`config.mk`:
```
export PLATFORM = sky130hd
export DESIGN_NAME = pc_branch_unit_flat
export DESIGN_NICKNAME = d
export VERILOG_FILES = /design/src/rtl/cpu_pkg.sv /design/src/rtl/pc_branch_unit_if.sv /design/src/rtl/pc_target_mux.sv /design/src/rtl/pc_branch_unit.sv /design/src/flat_wrapper.sv
export SDC_FILE = /design/constraint.sdc
export NUM_CORES = 1
export LEC_CHECK = 0
export ABC_AREA = 1
export BUFFER_PORTS_ARGS = -buffer_cell sky130_fd_sc_hd__buf_2
export CAP_MARGIN = 40
export CORE_UTILIZATION = 45
export CTS_CLUSTER_SIZE = 40
export DETAILED_ROUTE_END_ITERATION = 6
export GPL_TIMING_DRIVEN = 1
export PLACE_DENSITY = 0.73
export REMOVE_ABC_BUFFERS = 1
export SYNTH_ARGS = -nofsm -noshare
export SYNTH_HDL_FRONTEND = slang
export SYNTH_HIERARCHICAL = 1
export SYNTH_SLANG_ARGS = --single-unit
```
`constraint.sdc`:
```
create_clock -name clk -period 4.32 [get_ports clk]
set_input_delay 0.216 -clock clk [delete_from_list [all_inputs] [get_ports clk]]
set_output_delay 0.216 -clock clk [all_outputs]
set_load 0.01 [all_outputs]
```
`src/rtl/cpu_pkg.sv`:
```
// Shared CPU front-end types: PC width, default sequential step, fetch FSM states.
package cpu_pkg;
  localparam int PC_W = 16;

  typedef logic [PC_W-1:0] pc_t;

  localparam pc_t DEFAULT_PC_STEP = 16'd2;

  typedef enum logic [1:0] {
    IDLE     = 2'd0,
    FETCH    = 2'd1,
    REDIRECT = 2'd2
  } pc_state_e;

  // Address arithmetic always wraps at the PC width.
  function automatic pc_t pc_add(input pc_t a, input pc_t b);
    return a + b;
  endfunction
endpackage

```
`src/rtl/pc_branch_unit_if.sv`:
```
// Fetch-control bus between the pipeline (master) and the PC/branch unit (slave).
interface pc_branch_unit_if;
  import cpu_pkg::*;

  logic stall;
  logic br_taken;
  pc_t  br_base;
  pc_t  br_offset;
  logic jmp_valid;
  pc_t  jmp_target;
  logic imem_ready;
  pc_t  pc;
  logic pc_valid;
  pc_t  pc_link;
  logic flush;
  logic misalign_err;

  modport master (
    output stall, br_taken, br_base, br_offset, jmp_valid, jmp_target, imem_ready,
    input  pc, pc_valid, pc_link, flush, misalign_err
  );

  modport slave (
    input  stall, br_taken, br_base, br_offset, jmp_valid, jmp_target, imem_ready,
    output pc, pc_valid, pc_link, flush, misalign_err
  );
endinterface

```
`src/rtl/pc_target_mux.sv`:
```
// Combinational next-PC select: redirect target (branch beats jump) > sequential step > hold.
// PC_ALIGN_CHECK_EN: odd targets are rejected (flagged) instead of having bit 0 cleared.
module pc_target_mux
  import cpu_pkg::*;
#(
  parameter pc_t PC_STEP = DEFAULT_PC_STEP
) (
  input  pc_t  pc,
  input  logic advance,
  input  logic br_taken,
  input  pc_t  br_base,
  input  pc_t  br_offset,
  input  logic jmp_valid,
  input  pc_t  jmp_target,
  output pc_t  next_pc,
  output logic redirect,
  output logic misalign
);
  pc_t  raw_target;
  pc_t  target;
  logic want;

  assign raw_target = br_taken ? pc_add(br_base, br_offset) : jmp_target;
  assign want       = br_taken | jmp_valid;

`ifdef PC_ALIGN_CHECK_EN
  assign misalign = want & raw_target[0];
  assign redirect = want & ~raw_target[0];
  assign target   = raw_target;
`else
  assign misalign = 1'b0;
  assign redirect = want;
  assign target   = raw_target & ~pc_t'(1);
`endif

  // A rejected odd target leaves pc untouched, even if a fetch would have advanced.
  assign next_pc = redirect ? target :
                   misalign ? pc :
                   advance  ? pc_add(pc, PC_STEP) : pc;
endmodule

```
`src/rtl/pc_branch_unit.sv`:
```
// Fetch PC register and IDLE/FETCH/REDIRECT control; redirects squash one fetch slot.
// Optional macro PC_ALIGN_CHECK_EN enables odd-target rejection with misalign_err.
module pc_branch_unit
  import cpu_pkg::*;
#(
  parameter pc_t RESET_PC = 16'h0000,
  parameter pc_t PC_STEP  = DEFAULT_PC_STEP
) (
  input logic             clk,
  input logic             reset,
  pc_branch_unit_if.slave bus
);
  pc_state_e state_q;
  pc_t       pc_q;
  logic      pc_valid_q;
  logic      flush_q;
  logic      err_q;

  pc_t  next_pc;
  logic redirect;
  logic misalign;
  logic advance;

  assign advance = pc_valid_q & bus.imem_ready & ~bus.stall;

  pc_target_mux #(.PC_STEP(PC_STEP)) u_mux (
    .pc         (pc_q),
    .advance    (advance),
    .br_taken   (bus.br_taken),
    .br_base    (bus.br_base),
    .br_offset  (bus.br_offset),
    .jmp_valid  (bus.jmp_valid),
    .jmp_target (bus.jmp_target),
    .next_pc    (next_pc),
    .redirect   (redirect),
    .misalign   (misalign)
  );

  always_ff @(posedge clk) begin
    if (reset) begin
      state_q    <= IDLE;
      pc_q       <= RESET_PC;
      pc_valid_q <= 1'b0;
      flush_q    <= 1'b0;
      err_q      <= 1'b0;
    end else begin
      err_q <= 1'b0;
      case (state_q)
        IDLE: begin
          // Redirect requests are ignored until fetching has started.
          state_q    <= FETCH;
          pc_valid_q <= 1'b1;
          flush_q    <= 1'b0;
        end
        FETCH, REDIRECT: begin
          pc_q  <= next_pc;
          err_q <= misalign;
          if (redirect) begin
            state_q    <= REDIRECT;
            pc_valid_q <= 1'b0;
            flush_q    <= 1'b1;
          end else begin
            state_q    <= FETCH;
            pc_valid_q <= 1'b1;
            flush_q    <= 1'b0;
          end
        end
        default: begin
          state_q    <= IDLE;
          pc_valid_q <= 1'b0;
          flush_q    <= 1'b0;
        end
      endcase
    end
  end

  assign bus.pc           = pc_q;
  assign bus.pc_valid     = pc_valid_q;
  assign bus.flush        = flush_q;
  assign bus.misalign_err = err_q;
  assign bus.pc_link      = pc_add(pc_q, PC_STEP);
endmodule

```
`src/flat_wrapper.sv`:
```
// flat-port wrapper written by rule: the top's interface ports become plain ports
module pc_branch_unit_flat import cpu_pkg::*;
#(
  parameter pc_t RESET_PC = 16'h0000,
  parameter pc_t PC_STEP  = DEFAULT_PC_STEP
)
  (clk, reset, bus_stall, bus_br_taken, bus_br_base, bus_br_offset, bus_jmp_valid, bus_jmp_target, bus_imem_ready, bus_pc, bus_pc_valid, bus_pc_link, bus_flush, bus_misalign_err);
  pc_branch_unit_if bus_i ();
  input logic clk;
  input logic reset;
  input wire logic [$bits(bus_i.stall)-1:0] bus_stall;
  input wire logic [$bits(bus_i.br_taken)-1:0] bus_br_taken;
  input wire logic [$bits(bus_i.br_base)-1:0] bus_br_base;
  input wire logic [$bits(bus_i.br_offset)-1:0] bus_br_offset;
  input wire logic [$bits(bus_i.jmp_valid)-1:0] bus_jmp_valid;
  input wire logic [$bits(bus_i.jmp_target)-1:0] bus_jmp_target;
  input wire logic [$bits(bus_i.imem_ready)-1:0] bus_imem_ready;
  output wire logic [$bits(bus_i.pc)-1:0] bus_pc;
  output wire logic [$bits(bus_i.pc_valid)-1:0] bus_pc_valid;
  output wire logic [$bits(bus_i.pc_link)-1:0] bus_pc_link;
  output wire logic [$bits(bus_i.flush)-1:0] bus_flush;
  output wire logic [$bits(bus_i.misalign_err)-1:0] bus_misalign_err;
  assign bus_i.stall = bus_stall;
  assign bus_i.br_taken = bus_br_taken;
  assign bus_i.br_base = bus_br_base;
  assign bus_i.br_offset = bus_br_offset;
  assign bus_i.jmp_valid = bus_jmp_valid;
  assign bus_i.jmp_target = bus_jmp_target;
  assign bus_i.imem_ready = bus_imem_ready;
  assign bus_pc = bus_i.pc;
  assign bus_pc_valid = bus_i.pc_valid;
  assign bus_pc_link = bus_i.pc_link;
  assign bus_flush = bus_i.flush;
  assign bus_misalign_err = bus_i.misalign_err;
  pc_branch_unit #(.RESET_PC(RESET_PC), .PC_STEP(PC_STEP)) u_core (.clk(clk), .reset(reset), .bus(bus_i));
endmodule
```
==> impl_metrics.py, run 1 <==
metrics = {
    "hold_path": {
        "whs_path_depth": 2,
        "min_path_type": "in2reg",
    },
    "pwr": {
        "p_per_area_nw_per_um2": 297.7,
        "p_leak_nw": 1.787,
        "power_uw": 941.7,
        "vdd_drop_max_mv": 0.1941,
    },
    "placed_design": {
        "dpl.cell_count": 622,
        "dp_hpwl_um": 5442,
        "portBuffers": 87,
        "gp_congestion": 0.8456,
        "pre_cts_slack_ps": 2276,
    },
    "clocking": {
        "cts_tree": "yes",
        "post-cts-setup-buffers": 0,
        "cts_root_buffer": "clkbuf_8",
        "cts_max_path_buffers": 2,
        "insertion_delay_ps": 260,
        "numCtsBuffers": 3,
        "htree_levels": 1,
        "postCtsResizedCells": 0,
        "clk_pin_slew_ps": 70,
        "hold_buffers": 0,
        "clock-sinks": 20,
    },
    "die": {
        "placementRows": 27,
        "chipHeight_um": 78.58,
        "start_util_pct": 47.34,
        "core_area_um2": 5574,
        "dieArea_um2": 6174,
        "dieWidth_um": 78.58,
        "pin_count": 89,
    },
    "final_layout": {
        "drive_above_1_share_pct": 20.04,
        "post-route-util_pct": 56.75,
        "area_growth_pct": 19.87,
        "diodes": 0,
        "final_cells": 626,
        "fillCellCount": 594,
        "fin_nets": 628,
    },
    "sta": {
        "fin_tns_setup_ps": 0,
        "worst_slew_pin_slew_ps": 696.5,
        "maxSlewHeadroom_pct": 53.52,
        "finClkSkew_ps": 1.208,
        "rsz0062_at_grt": "false",
        "timing.final.ws_setup_ps": 2259,
        "period_share_pct": 47.71,
        "finalCriticalPeriod_ps": 2061,
        "max_freq_mhz": 485.2,
        "slew_viol_final": 0,
        "hold_viol_final": 0,
        "setup_viol": 0,
    },
    "drt": {
        "antenna_left": 0,
        "drt_first_pass_iters": 5,
        "post_drt_wl_per_cell_um": 10.92,
        "vias": 3121,
        "routed_wl_um": 6833,
        "viasPerCell": 4.986,
        "drc": 0,
        "drt_iter0_drc": 147,
    },
    "critical_path": {
        "startpoint_type": "register",
        "reg2reg_slack_ps": 2260,
        "worstSetupEndpoint": "u_core/bus.pc[10]$_SDFFE_PP0P_",
        "reg2reg_from": "u_core/state_q[0]$_SDFF_PP0_",
        "slowest_delay_ps": 370,
        "path_cells": "nand2_1, nor2_1, nand2_1, nor2_2, nand4_1, nor2_1, a31oi_1, o21ai_0, nand2_1, o21ai_0, a21oi_1",
        "regToRegEndpoint": "u_core/bus.pc[10]$_SDFFE_PP0P_",
        "crit_slowest_cell": "dfxtp_1",
        "r2r_cells": 11,
        "crit_type": "reg2reg",
        "endpoint_kind": "register",
        "crit_path_frequent_cell": "nand2_1",
        "crit_path_max_fanout": 5,
        "arrival_ps": 2180,
        "required_ps": 4440,
        "crit_path_start": "u_core/state_q[0]$_SDFF_PP0_",
    },
    "synth": {
        "yosys.area.top_type": "nand2_1",
        "synth_top_area_share_pct": 19.63,
        "synth_cells": 473,
        "synth_cell_types": 32,
        "yosysWarnings": 6,
        "syn_area_um2": 2639,
        "syn_avg_cell_area_um2": 5.579,
        "ys_seq_area_share_pct": 15.17,
        "synth-seq-cells": 20,
        "synth_area_leaders": "nand2_1, dfxtp_1, inv_1, nor2_1, ha_1",
    },
    "grt": {
        "gr-total-overflow": 0,
        "grt_pass1_vias": 2613,
        "grt_max_degree": 25,
        "grt_pass1_wl_um": 11210,
        "antenna_found_initial": 0,
        "grt_use_total_pct": 22.31,
    },
    "outcome": {
        "outcome": "finished, final reports clean",
    },
    "job": {
        "drv_cap": 0,
    },
}
==> how the worst min path moves through the flow <==
stage	startpoint	endpoint	slack, ps
final	reset	u_core/state_q[0]$_SDFF_PP0_	120
after detailed placement	reset	u_core/state_q[0]$_SDFF_PP0_	400
after floorplan	reset	u_core/state_q[0]$_SDFF_PP0_	290
after CTS	reset	u_core/state_q[0]$_SDFF_PP0_	120
after global placement	reset	u_core/state_q[0]$_SDFF_PP0_	400
after global routing	reset	u_core/state_q[0]$_SDFF_PP0_	120
==> synthesized netlist by cell type <==
| cell type | number |
|---|---|
| buf_2 | 4 |
| nor2_4 | 5 |
| inv_2 | 1 |
| nand4_1 | 11 |
| o21bai_1 | 3 |
| o211ai_1 | 2 |
| nand2_2 | 3 |
| a21oi_1 | 26 |
| conb_1 | 1 |
| nand3_2 | 4 |
| buf_4 | 2 |
| nor2_8 | 1 |
| or2_1 | 1 |
| nand2_4 | 1 |
| o21ai_0 | 26 |
| ha_1 | 18 |
| a31oi_1 | 1 |
| nor3_1 | 5 |
| xnor2_1 | 5 |
| clkbuf_1 | 4 |
| nand3_1 | 37 |
| nand2_1 | 138 |
| xor2_1 | 7 |
| inv_1 | 72 |
| nor2_2 | 3 |
| nand3b_1 | 1 |
| clkbuf_8 | 1 |
| o22ai_1 | 2 |
| nor2_1 | 66 |
| dfxtp_1 | 20 |
| fa_1 | 1 |
| or2_2 | 1 |
==> metrics by stage <==
stage	instance area, um^2	hold WS [ps]
global route	3163	124.2
CTS	3163	116.2
detailed placement	3108	397.9
floorplan	2575	292.8
global placement	3108	395.8
finish	3163	121.6
==> report_power, final <==
group          internal (mW)  leakage, nW  switching, mW
registers              0.228        0.166         0.0879
logic                  0.189         1.59          0.291
clock network         0.0812       0.0288         0.0634
total                  0.499         1.79          0.443
==> sequential cells by signal (all words and copies together), names as in the netlist <==
name and flops:
u_core/state_q 2, u_core/bus.pc 16, u_core/bus.flush 1, u_core/bus.misalign_err 1
==> per-layer routing <==
metal  global-route usage [%]  vias to the layer above  share of wire, %
li1                         -                     1665                 -
met3                    2.907                        2               5.9
met4                    1.852                        0              0.15
met1                    29.90                     1348                49
met2                    39.13                      106                45
met5                        0                        -                 0
==> final cells by class <==
type	count	area, um^2	area share [%]
timing repair buffer	88	442.9	14.00
clock buffer	4	55.05	1.741
tap	72	90.09	2.848
inverter	73	274.0	8.663
multi-input combinational	369	1901	60.09
sequential	20	400.4	12.66
==> layout by cell type (no fill, tap or decap), types with 2 or more instances in the layout <==
cell      count
o21ai_0      26
dfxtp_1      20
o211ai_1      2
xor2_1        7
o21bai_1      3
inv_1        72
nor2_1       66
nand3_1      37
xnor2_1       5
nand4_1      11
nand2_1     138
o22ai_1       2
ha_1         18
a21oi_1      26
nand3_2       4
nor2_4        5
nor3_1        5
clkbuf_8      4
nor2_2        3
buf_2        87
nand2_2       3
==> critical path: cells and delay by family, from the launching register on <==
kind | cells | cell delay (ps)
compound gates | 4 | 440
simple gates | 7 | 1120
flops | 1 | 370
==> cell families (layout without fill, tap and decap cells) <==
kind of cell | Yosys count | after routing | synth area share (%)
XOR/XNOR | 12 | 12 | 3.983
flip-flops | 20 | 20 | 15.17
AND/OR/NAND/NOR | 277 | 277 | 46.61
adder cells (fa/ha/maj) | 19 | 19 | 9.294
AO/OA/AOI/OAI | 60 | 60 | 12.00
other | 1 | 1 | 0.1421
buffers and inverters | 84 | 165 | 12.80
No activity file was read; power rests on OpenSTA's default activity.
==> run 2: changes to the inputs <==
ABC_AREA = 0   (was 1)
PLACE_DENSITY = 0.75   (was 0.73)
clock period = 2 ns   (was 4.32 ns; I/O delays follow)
==> run 2 against run 1 <==
- the run now ends with negative setup slack left
- cell area rose by 1.4%
- synthesized cell count fell by 36%
- clock skew grew 2.2 ps
- core utilization up 9.8 points
- die area fell by 13%
- count of clock-buffer cells in the layout unchanged
- non-clock buffer count grew 37
- sequential cell count unchanged
- sequential share of layout area shrank 0.17 points
- area after synthesis shrank 13%
- critical path depth did not move
- combinational power up 130%
- critical path type is now in2reg
==> impl_metrics.py, run 2 <==
metrics = {
    "outcome": {
        "outcome": "finished with violations",
        "violations": "negative setup slack",
    },
    "final_layout": {
        "final_common_cell": "buf_2",
        "final_cell_mix": "buf_2, nor2_1, buf_4",
        "seqCellArea_um2": 400.4,
        "diodes": 0,
        "design_area_um2": 3207,
        "largest_reg_flops": 16,
        "area_growth_pct": 39.75,
        "fillCellCount": 428,
        "multi_input_area_um2": 1889,
        "fin_nets": 492,
        "drive_above_1_share_pct": 37.56,
    },
    "critical_path": {
        "crit_path_frequent_cell": "mux2i_1",
        "path_cells": "buf_6, and2_4, fa_2, a21o_1, a311o_1, a211o_1, o311ai_2, mux2i_1, nand3_1, mux2i_1, nor2_1",
        "arrival_ps": 2200,
        "endpoint_kind": "register",
        "crit_type": "in2reg",
        "reg2reg_from": "u_core/state_q[0]$_SDFF_PP0_",
        "required_ps": 2140,
        "crit_slowest_cell": "fa_2",
        "crit_path_start": "bus_br_base[0]",
        "path_delay_family": "compound AO/OA/AOI/OAI gates",
        "critPathBufInv": 1,
        "startpoint_type": "primary input",
        "slowest_delay_ps": 330,
        "crit_path_max_fanout": 2,
    },
    "synth": {
        "synth-seq-cells": 20,
        "ys_seq_area_share_pct": 17.45,
        "yosys.area.top_type": "dfxtp_1",
        "syn_area_um2": 2295,
        "synth_edf_count": 0,
        "async_flop_share_pct": 0,
        "synth_top_area_share_pct": 17.45,
        "syn_avg_cell_area_um2": 7.624,
        "yosysWarnings": 6,
        "synth_area_leaders": "dfxtp_1, ha_1, mux2i_1, xnor2_1, nor2_1",
        "yosysMostFrequentCell": "nor2_1",
        "ys_top_cells_by_count": "nor2_1, nand2_1, mux2i_1, dfxtp_1, xnor2_1",
        "synthFlopType": "dfxtp_1",
        "synth_cell_types": 48,
        "synth_cells": 301,
    },
    "sta": {
        "max_freq_mhz": 485.8,
        "slew_viol_final": 0,
        "finClkSkew_ps": 3.419,
        "rsz0062_at_grt": "true",
        "setup_viol": 3,
        "hold_viol_final": 0,
        "timing.final.ws_setup_ps": -58.44,
        "finalCriticalPeriod_ps": 2058,
        "period_share_pct": 102.9,
    },
    "grt": {
        "grt_pass1_vias": 2258,
        "gr-total-overflow": 0,
        "grt_max_degree": 33,
        "grt_use_total_pct": 23.25,
        "grt_pass1_wl_um": 10030,
        "antenna_found_initial": 0,
    },
    "clocking": {
        "cts_root_buffer": "clkbuf_8",
        "cts_tree": "yes",
        "hold_buffers": 0,
        "htree_levels": 1,
        "clock-sinks": 20,
        "cts_max_path_buffers": 2,
        "numCtsBuffers": 3,
        "insertion_delay_ps": 250,
        "clk_pin_slew_ps": 70,
    },
    "placed_design": {
        "postPlaceCellArea_um2": 3035,
        "portBuffers": 87,
        "pre_cts_slack_ps": -501.2,
        "gp_congestion": 0.8981,
        "dp_hpwl_um": 4780,
    },
    "die": {
        "core_area_um2": 4817,
        "placementRows": 25,
        "start_util_pct": 47.64,
        "chipHeight_um": 73.41,
        "dieWidth_um": 73.41,
        "dieArea_um2": 5389,
        "pin_count": 89,
    },
    "drt": {
        "routed_wl_um": 6218,
        "drt_iter0_drc": 186,
        "viasPerCell": 5.221,
        "antenna_left": 0,
        "vias": 2532,
        "drc": 0,
        "drt_first_pass_iters": 4,
        "post_drt_wl_per_cell_um": 12.82,
    },
    "pwr": {
        "vdd_drop_max_mv": 0.3379,
        "p_per_area_nw_per_um2": 598.1,
        "p_leak_nw": 1.549,
    },
    "hold_path": {
        "min_path_type": "in2reg",
        "min_from": "reset",
    },
    "job": {
        "drv_cap": 0,
    },
}
-- run 2: where the power goes --
group | switching (mW) | internal, mW | leakage, nW | total (mW)
Sequential | 0.0555 | 0.462 | 0.164 | 0.517
Combinational | 0.572 | 0.518 | 1.36 | 1.09
Clock | 0.135 | 0.175 | 0.0288 | 0.311
Total | 0.763 | 1.15 | 1.55 | 1.92
-- run 2: metal layers --
layer / vias to the layer above / routed length (um) / track usage (%)
met3: 2 / 294 / 1.372
met5: - / 0 / 0
li1: 1299 / - / -
met2: 84 / 3080 / 42.39
met1: 1147 / 2811 / 30.03
met4: 0 / 32 / 5.128
-- run 2: cell type report --
class | count | share of cell area (%)
clock buffer | 4 | 1.717
inverter | 12 | 1.405
multi-input combinational | 257 | 58.92
sequential | 20 | 12.49
tap | 67 | 2.614
timing repair buffer | 125 | 22.86
-- run 2: path summary, 6_finish.rpt --
check	end	slack, ps	depth (start not counted)
setup reg to reg	u_core/bus.pc[10]$_SDFFE_PP0P_	-20	11
hold reg to reg	u_core/bus.pc[15]$_SDFFE_PP0P_	580	2
setup / recovery	u_core/bus.pc[14]$_SDFFE_PP0P_	-60	11
hold / removal	u_core/bus.pc[11]$_SDFFE_PP0P_	240	2
-- run 2: cell families (layout without fill, tap and decap cells) --
family	count (synthesis)	after routing	synth area share [%]
and+or+nand+nor	120	120	26.66
other	1	1	0.1634
muxes	26	26	11.56
adders and majority gates	19	19	10.69
buffers and inverters	24	141	4.416
xor gates and xnor gates	38	38	14.50
DFF	20	20	17.45
AOI/OAI and AO/OA	53	53	14.56
-- run 2: metrics by stage --
step	util (%)	hold WS (ps)	instances	setup TNS (ps)	power, mW
2_1_floorplan	-	172.4	289	-540.7	1.157
3_3_place_gp	63.01	494.6	480	-1615	1.542
3_5_place_dp	63.01	493.3	480	-2077	1.574
4_1_cts	64.88	240.6	485	-299.2	1.901
5_1_grt	66.57	237.4	485	-464.3	2.055
6_report	66.57	236.3	485	-102.0	1.918
-- run 2: what timing repair did --
item | in CTS | in global routing
resized for setup | 7 | 15
pin swaps | 13 | 7
setup buffers | 2 | 0
endpoints found under the setup margin | 4 | 10
